<file path="src/rtl/mips_fetch_stage.sv">
// ---------------------------------------------------------------------------
// mips_fetch_stage
//
// Fetch stage and IF/ID pipeline register of the 5-stage MIPS core.
//
// The stage drives a variable-latency instruction-memory request. It uses
// imem_req / imem_addr, and a request completes in any cycle with
// imem_ready=1. It also absorbs hazard-unit stalls and flushes, and it
// applies branch/jump redirects that decode resolves.
//
// Ports
//   clk, reset            rising-edge clock, asynchronous active-high reset
//   StallF, StallD        hazard unit: hold fetch / hold IF/ID
//   FlushD                hazard unit: load a bubble into IF/ID
//   PCSrcD, PCBranchD     taken branch and its target (from decode)
//   select_jumpD, PCJumpD jump and its target (wins over a branch)
//   imem_req, imem_addr   request and word-aligned address to memory
//   imem_rdata, imem_ready instruction word and completion strobe
//   InstrD, PCPlus4D      IF/ID instruction and PC+4
//   ValidD                IF/ID holds a real instruction
//   PCF                   current fetch PC (trace)
// ---------------------------------------------------------------------------
module mips_fetch_stage #(
    parameter logic [31:0] RESET_PC  = 32'h0000_0000,
    parameter logic [31:0] NOP_INSTR = 32'h0000_0000
) (
    input  logic        clk,
    input  logic        reset,
    input  logic        StallF,
    input  logic        StallD,
    input  logic        FlushD,
    input  logic        PCSrcD,
    input  logic [31:0] PCBranchD,
    input  logic        select_jumpD,
    input  logic [31:0] PCJumpD,
    output logic        imem_req,
    output logic [31:0] imem_addr,
    input  logic [31:0] imem_rdata,
    input  logic        imem_ready,
    output logic [31:0] InstrD,
    output logic [31:0] PCPlus4D,
    output logic        ValidD,
    output logic [31:0] PCF
);

    typedef enum logic [1:0] {
        S_IDLE = 2'd0,
        S_REQ  = 2'd1,
        S_HOLD = 2'd2
    } state_t;

    state_t      state_q;
    logic        req_q;        // registered request; high exactly in S_REQ
    logic [31:0] pcf_q;        // architectural fetch PC
    logic [31:0] req_addr_q;   // address of the request on the bus
    logic [31:0] instr_q;
    logic [31:0] pcplus4_q;
    logic        valid_q;
    logic        kill_q;       // outstanding request belongs to a squashed path
    logic [31:0] buf_q;        // word parked while fetch/decode are stalled

    logic        accept;
    logic        redirect;
    logic [31:0] target;
    logic [31:0] seq_addr;

    assign accept   = !StallF && !StallD;
    // A stalled decode stage has not really resolved its branch yet.
    assign redirect = (PCSrcD || select_jumpD) && !StallD;
    assign target   = (select_jumpD ? PCJumpD : PCBranchD) & 32'hFFFF_FFFC;
    assign seq_addr = req_addr_q + 32'd4;  // wraps modulo 2^32

    always_ff @(posedge clk or posedge reset) begin
        if (reset) begin
            state_q    <= S_IDLE;
            req_q      <= 1'b0;
            pcf_q      <= RESET_PC;
            req_addr_q <= RESET_PC;
            instr_q    <= NOP_INSTR;
            pcplus4_q  <= 32'h0000_0000;
            valid_q    <= 1'b0;
            kill_q     <= 1'b0;
            buf_q      <= NOP_INSTR;
        end else begin
            case (state_q)
                S_IDLE: begin
                    state_q <= S_REQ;
                    req_q   <= 1'b1;
                    if (!StallD) begin
                        instr_q <= NOP_INSTR;
                        valid_q <= 1'b0;
                    end
                end

                S_REQ: begin
                    if (!imem_ready) begin
                        // The bus address must stay put. Remember the new
                        // path in PCF and squash the word when it arrives.
                        if (redirect) begin
                            pcf_q  <= target;
                            kill_q <= 1'b1;
                        end
                        if (!StallD) begin
                            instr_q <= NOP_INSTR;
                            valid_q <= 1'b0;
                        end
                    end else if (kill_q || redirect) begin
                        // The returning word is from the wrong path. Refetch
                        // at once from the pending or current target.
                        req_addr_q <= redirect ? target : pcf_q;
                        pcf_q      <= redirect ? target : pcf_q;
                        kill_q     <= 1'b0;
                        if (!StallD) begin
                            instr_q <= NOP_INSTR;
                            valid_q <= 1'b0;
                        end
                    end else if (accept && !FlushD) begin
                        instr_q    <= imem_rdata;
                        pcplus4_q  <= seq_addr;
                        valid_q    <= 1'b1;
                        pcf_q      <= seq_addr;
                        req_addr_q <= seq_addr;
                    end else if (!StallD && FlushD) begin
                        // Drop the word and ask again for the same address.
                        instr_q <= NOP_INSTR;
                        valid_q <= 1'b0;
                    end else begin
                        // Fetch is stalled. Park the word and drop the
                        // request until the pipeline can take it.
                        buf_q   <= imem_rdata;
                        state_q <= S_HOLD;
                        req_q   <= 1'b0;
                        if (!StallD) begin
                            instr_q <= NOP_INSTR;
                            valid_q <= 1'b0;
                        end
                    end
                end

                S_HOLD: begin
                    if (accept) begin
                        state_q <= S_REQ;
                        req_q   <= 1'b1;
                        if (redirect) begin
                            pcf_q      <= target;
                            req_addr_q <= target;
                            instr_q    <= NOP_INSTR;
                            valid_q    <= 1'b0;
                        end else if (FlushD) begin
                            instr_q <= NOP_INSTR;
                            valid_q <= 1'b0;
                        end else begin
                            instr_q    <= buf_q;
                            pcplus4_q  <= seq_addr;
                            valid_q    <= 1'b1;
                            pcf_q      <= seq_addr;
                            req_addr_q <= seq_addr;
                        end
                    end else if (!StallD) begin
                        // Only fetch is stalled. Decode must not execute the
                        // held instruction a second time.
                        instr_q <= NOP_INSTR;
                        valid_q <= 1'b0;
                    end
                end

                default: begin
                    state_q <= S_IDLE;
                    req_q   <= 1'b0;
                end
            endcase
        end
    end

    assign imem_req  = req_q;
    assign imem_addr = req_addr_q;
    assign InstrD    = instr_q;
    assign PCPlus4D  = pcplus4_q;
    assign ValidD    = valid_q;
    assign PCF       = pcf_q;

endmodule

</file>
<file path="config.mk">
export PLATFORM = sky130hd
export DESIGN_NAME = mips_fetch_stage
export DESIGN_NICKNAME = d
export VERILOG_FILES = /design/src/rtl/mips_fetch_stage.sv
export SDC_FILE = /design/constraint.sdc
export NUM_CORES = 1
export LEC_CHECK = 0
export CAP_MARGIN = 10
export CORE_MARGIN = 3
export CORE_UTILIZATION = 30
export CTS_CLUSTER_DIAMETER = 120
export DETAILED_ROUTE_END_ITERATION = 6
export PLACE_DENSITY_LB_ADDON = 0.05
export SYNTH_ARGS = -nofsm -noshare
export SYNTH_HDL_FRONTEND = slang
export SYNTH_SLANG_ARGS = --single-unit
</file>
<file path="constraint.sdc">
create_clock -name clk -period 8.6 [get_ports clk]
set_input_delay 2.15 -clock clk [delete_from_list [all_inputs] [get_ports clk]]
set_output_delay 2.15 -clock clk [all_outputs]
set_load 0.02 [all_outputs]
</file>
==> flow_summary.toml <==
[run_status]
status = "completed"

[setup_path]
crit_buf_inv = 2
crit_chain = "clkdlybuf4s50_1, o21ba_2, buf_4, nor2_1, a21oi_4, nor2_1, a221oi_1"
crit_type = "in2reg"
crit_top_cell = "nor2_1"
rr_startpoint = "state_q[0]$_DFFE_PP0P_"
cp_top_family = "compound AO/OA/AOI/OAI gates"
cp-startpoint = "StallD"
crit_path_max_fanout = 31
slowest_stage = "clkdlybuf4s50_1"
crit_required_ns = 8.92
critPathMaxStageDelay_ns = 0.78
critPathLaunchType = "input port"
arrival_ns = 5.38
critical_path.endpoint_type = "flop"

[synthesis]
syn_area_mm2 = 0.00881
synth_ff_type = "dfrtp_1"
synth_warnings = 0
yosysTopAreaCell = "dfrtp_1"
synth_common_cells = "dfrtp_1 (165), nand2_1 (99), nor2_1 (88)"
synth_edf_count = 0
synth.most_common_cell = "dfrtp_1"
syn_inst = 917
synthArstFlopShare_pct = 100
ys_ff_latch = 165
yosysUniqueCellTypes = 74
synth.top_cells.by_area = "dfrtp_1 (47%), mux2_2 (6.6%), o21ai_0 (4.8%)"
yosys.area.top_type_share_pct = 46.8
ys_seq_area_share_pct = 46.8
synth_fp_nets = 1026
syn_area_per_cell_um2 = 9.61

[cts]
cts_buffers = 17
cts_sinks = 165
post-cts-setup-buffer-count = 0
cts-root-buf = "clkbuf_16"
cts_tree = "yes"
cts_resized = 0
clk_latency_ns = 0.43
cts_hold_buffers = 0
clk_pin_slew_ns = 0.07
cts_max_level = 4
cts_buffer_depth = 2

[global_routing]
grt_antenna_before_repair = 2
grt_max_degree = 105
grt_pass1_wl_mm = 47.8
global_route.overflow_total = 0
grt_pass1_vias = 7758
gr-usage-all-layers_pct = 19.8

[sta]
setup_tns_ns = 0
slew_violations = 0
period_share_pct = 58.8
max_slew.worst_pin.slew_ns = 1.05
layout_min_cycle_time_ns = 5.06
setup_viol = 0
clock.fmax_mhz = 198
fin_skew_ns = 0.0112
grt_setup_unrepaired = "no"
final-hold-violation-count = 0
relSlewSlack_pct = 30.2
timing.hold.ws_ns = 0.478

[finish]
drive_gt1_share_pct = 11.1
antenna_cells = 0
fillers = 2939
design_area_mm2 = 0.0119
fin_util_pct = 41.2
final_cell_count_no_fill = 1508
syn2layout_area_growth_pct = 34.8
nNetsFinal = 1220

[route]
viasPerCell = 5.15
via_count = 7773
drt-pass1-iter-count = 5
drt_iter0_drc = 543
wirelength_mm = 31.3
drc = 0
postRouteAntennaNets = 0
detail_route.wl_per_cell_um = 20.7

[die]
start_util_pct = 30.5
die_w_um = 177
io_pins = 234
core-area_mm2 = 0.0289
die_area_mm2 = 0.0315
die_h_um = 177
row_count = 62

[place]
placed_cell_area_mm2 = 0.0113
io_buffers = 229
hpwl_mm = 21.7
place_congestion = 0.864
placed_cells = 1476

[power]
max-vdd-ir-drop_mv = 0.144
power_density_mw_per_mm2 = 337
p_leak_nw = 4.76

[run]
maxCapViolCount = 0

[min_path]
holdCritStartpoint = "InstrD[9]$_DFFE_PP0N_"
min-delay-path-class = "reg2reg"
[routing by layer]
layer | routed length [µm] | GRT usage, % | vias to the layer above
li1 | - | - | 3708
met1 | 13700 | 26.6 | 3773
met2 | 14700 | 31.7 | 252
met3 | 2150 | 4.84 | 36
met4 | 638 | 6.12 | 4
met5 | 32 | 0 | -
[worst reg2reg max path, delay by kind of cell (launching register included)]
| family | cells | cell delay [ns] |
|---|---|---|
| adder cells (fa/ha/maj) | 1 | 0.60 |
| buffers and inverters | 2 | 0.49 |
| AO/OA/AOI/OAI | 4 | 1.15 |
| flip-flops | 1 | 0.41 |
| AND/OR/NAND/NOR | 2 | 0.42 |
[kinds of logic (layout without fill, tap and decap cells)]
logic type               count (synthesis)  count (layout)  synth area share (%)
AO/OA/AOI/OAI                          277             277                  19.8
XOR/XNOR                                27              27                  2.77
adder cells (fa/ha/maj)                  5               5                 0.710
buffers and inverters                   81             288                  5.12
flip-flops                             165             165                  46.8
multiplexers                            75              75                  9.27
AND/OR/NAND/NOR                        287             287                  15.4
[final timing paths]
path                       cells after the start                        end  slack (ns)
max                                            7        PCF[23]$_DFFE_PP0P_        3.54
min                                            2      InstrD[9]$_DFFE_PP0N_        0.48
max reg2reg                                    9  imem_addr[21]$_DFFE_PP0P_        5.48
min reg2reg                                    2      InstrD[9]$_DFFE_PP0N_        0.48
max in group asynchronous                      3   PCPlus4D[20]$_DFFE_PP0P_        4.76
min in group asynchronous                      2      InstrD[3]$_DFFE_PP0N_        2.30
[power breakdown]
group / switching (mW) / leakage (nW) / internal, mW
registers: 0.293 / 2.04 / 1.07
clock network: 0.364 / 0.275 / 0.397
logic: 1.07 / 2.45 / 0.805
[registers in the layout (all words and copies together), names as in the netlist]
register and count:
InstrD 32, kill_q 1, PCF 32, state_q 2, imem_addr 32, PCPlus4D 32
ValidD 1, buf_q 32, imem_req 1
[cell usage in the layout, fill, tap and decap left out, types with 12 or more instances in the layout]
master / netlist / final
clkdlybuf4s50_1: 0 / 228
dfrtp_1: 165 / 165
nand2_1: 99 / 99
nor2_1: 88 / 88
o21ai_0: 85 / 84
a21oi_1: 66 / 66
mux2_2: 52 / 52
a22oi_1: 31 / 31
mux2i_1: 22 / 22
nand3_1: 17 / 17
nor3_1: 18 / 17
xnor2_1: 17 / 17
clkbuf_16: 0 / 17
buf_4: 7 / 14
nand4_1: 13 / 13
inv_1: 13 / 12
[through the flow]
| step | total power [mW] | worst slack (ns) |
|---|---|---|
| floorplan | 2.43 | 1.99 |
| global placement | 3.26 | 3.17 |
| detailed placement | 3.28 | 3.15 |
| CTS | 4.06 | 3.57 |
| global route | 4.27 | 3.34 |
| finish | 4.00 | 3.54 |
[layout make-up]
cell class	instances	area (µm²)	area share [%]
clock buffer	20	457	3.84
inverter	13	53.8	0.453
sequential	165	4130	34.7
timing repair buffer	243	2390	20.1
tap	384	480	4.04
multi-input combinational	671	4260	35.9
clock inverter	12	113	0.947
Note: power is estimated with default switching activity, not from simulation.
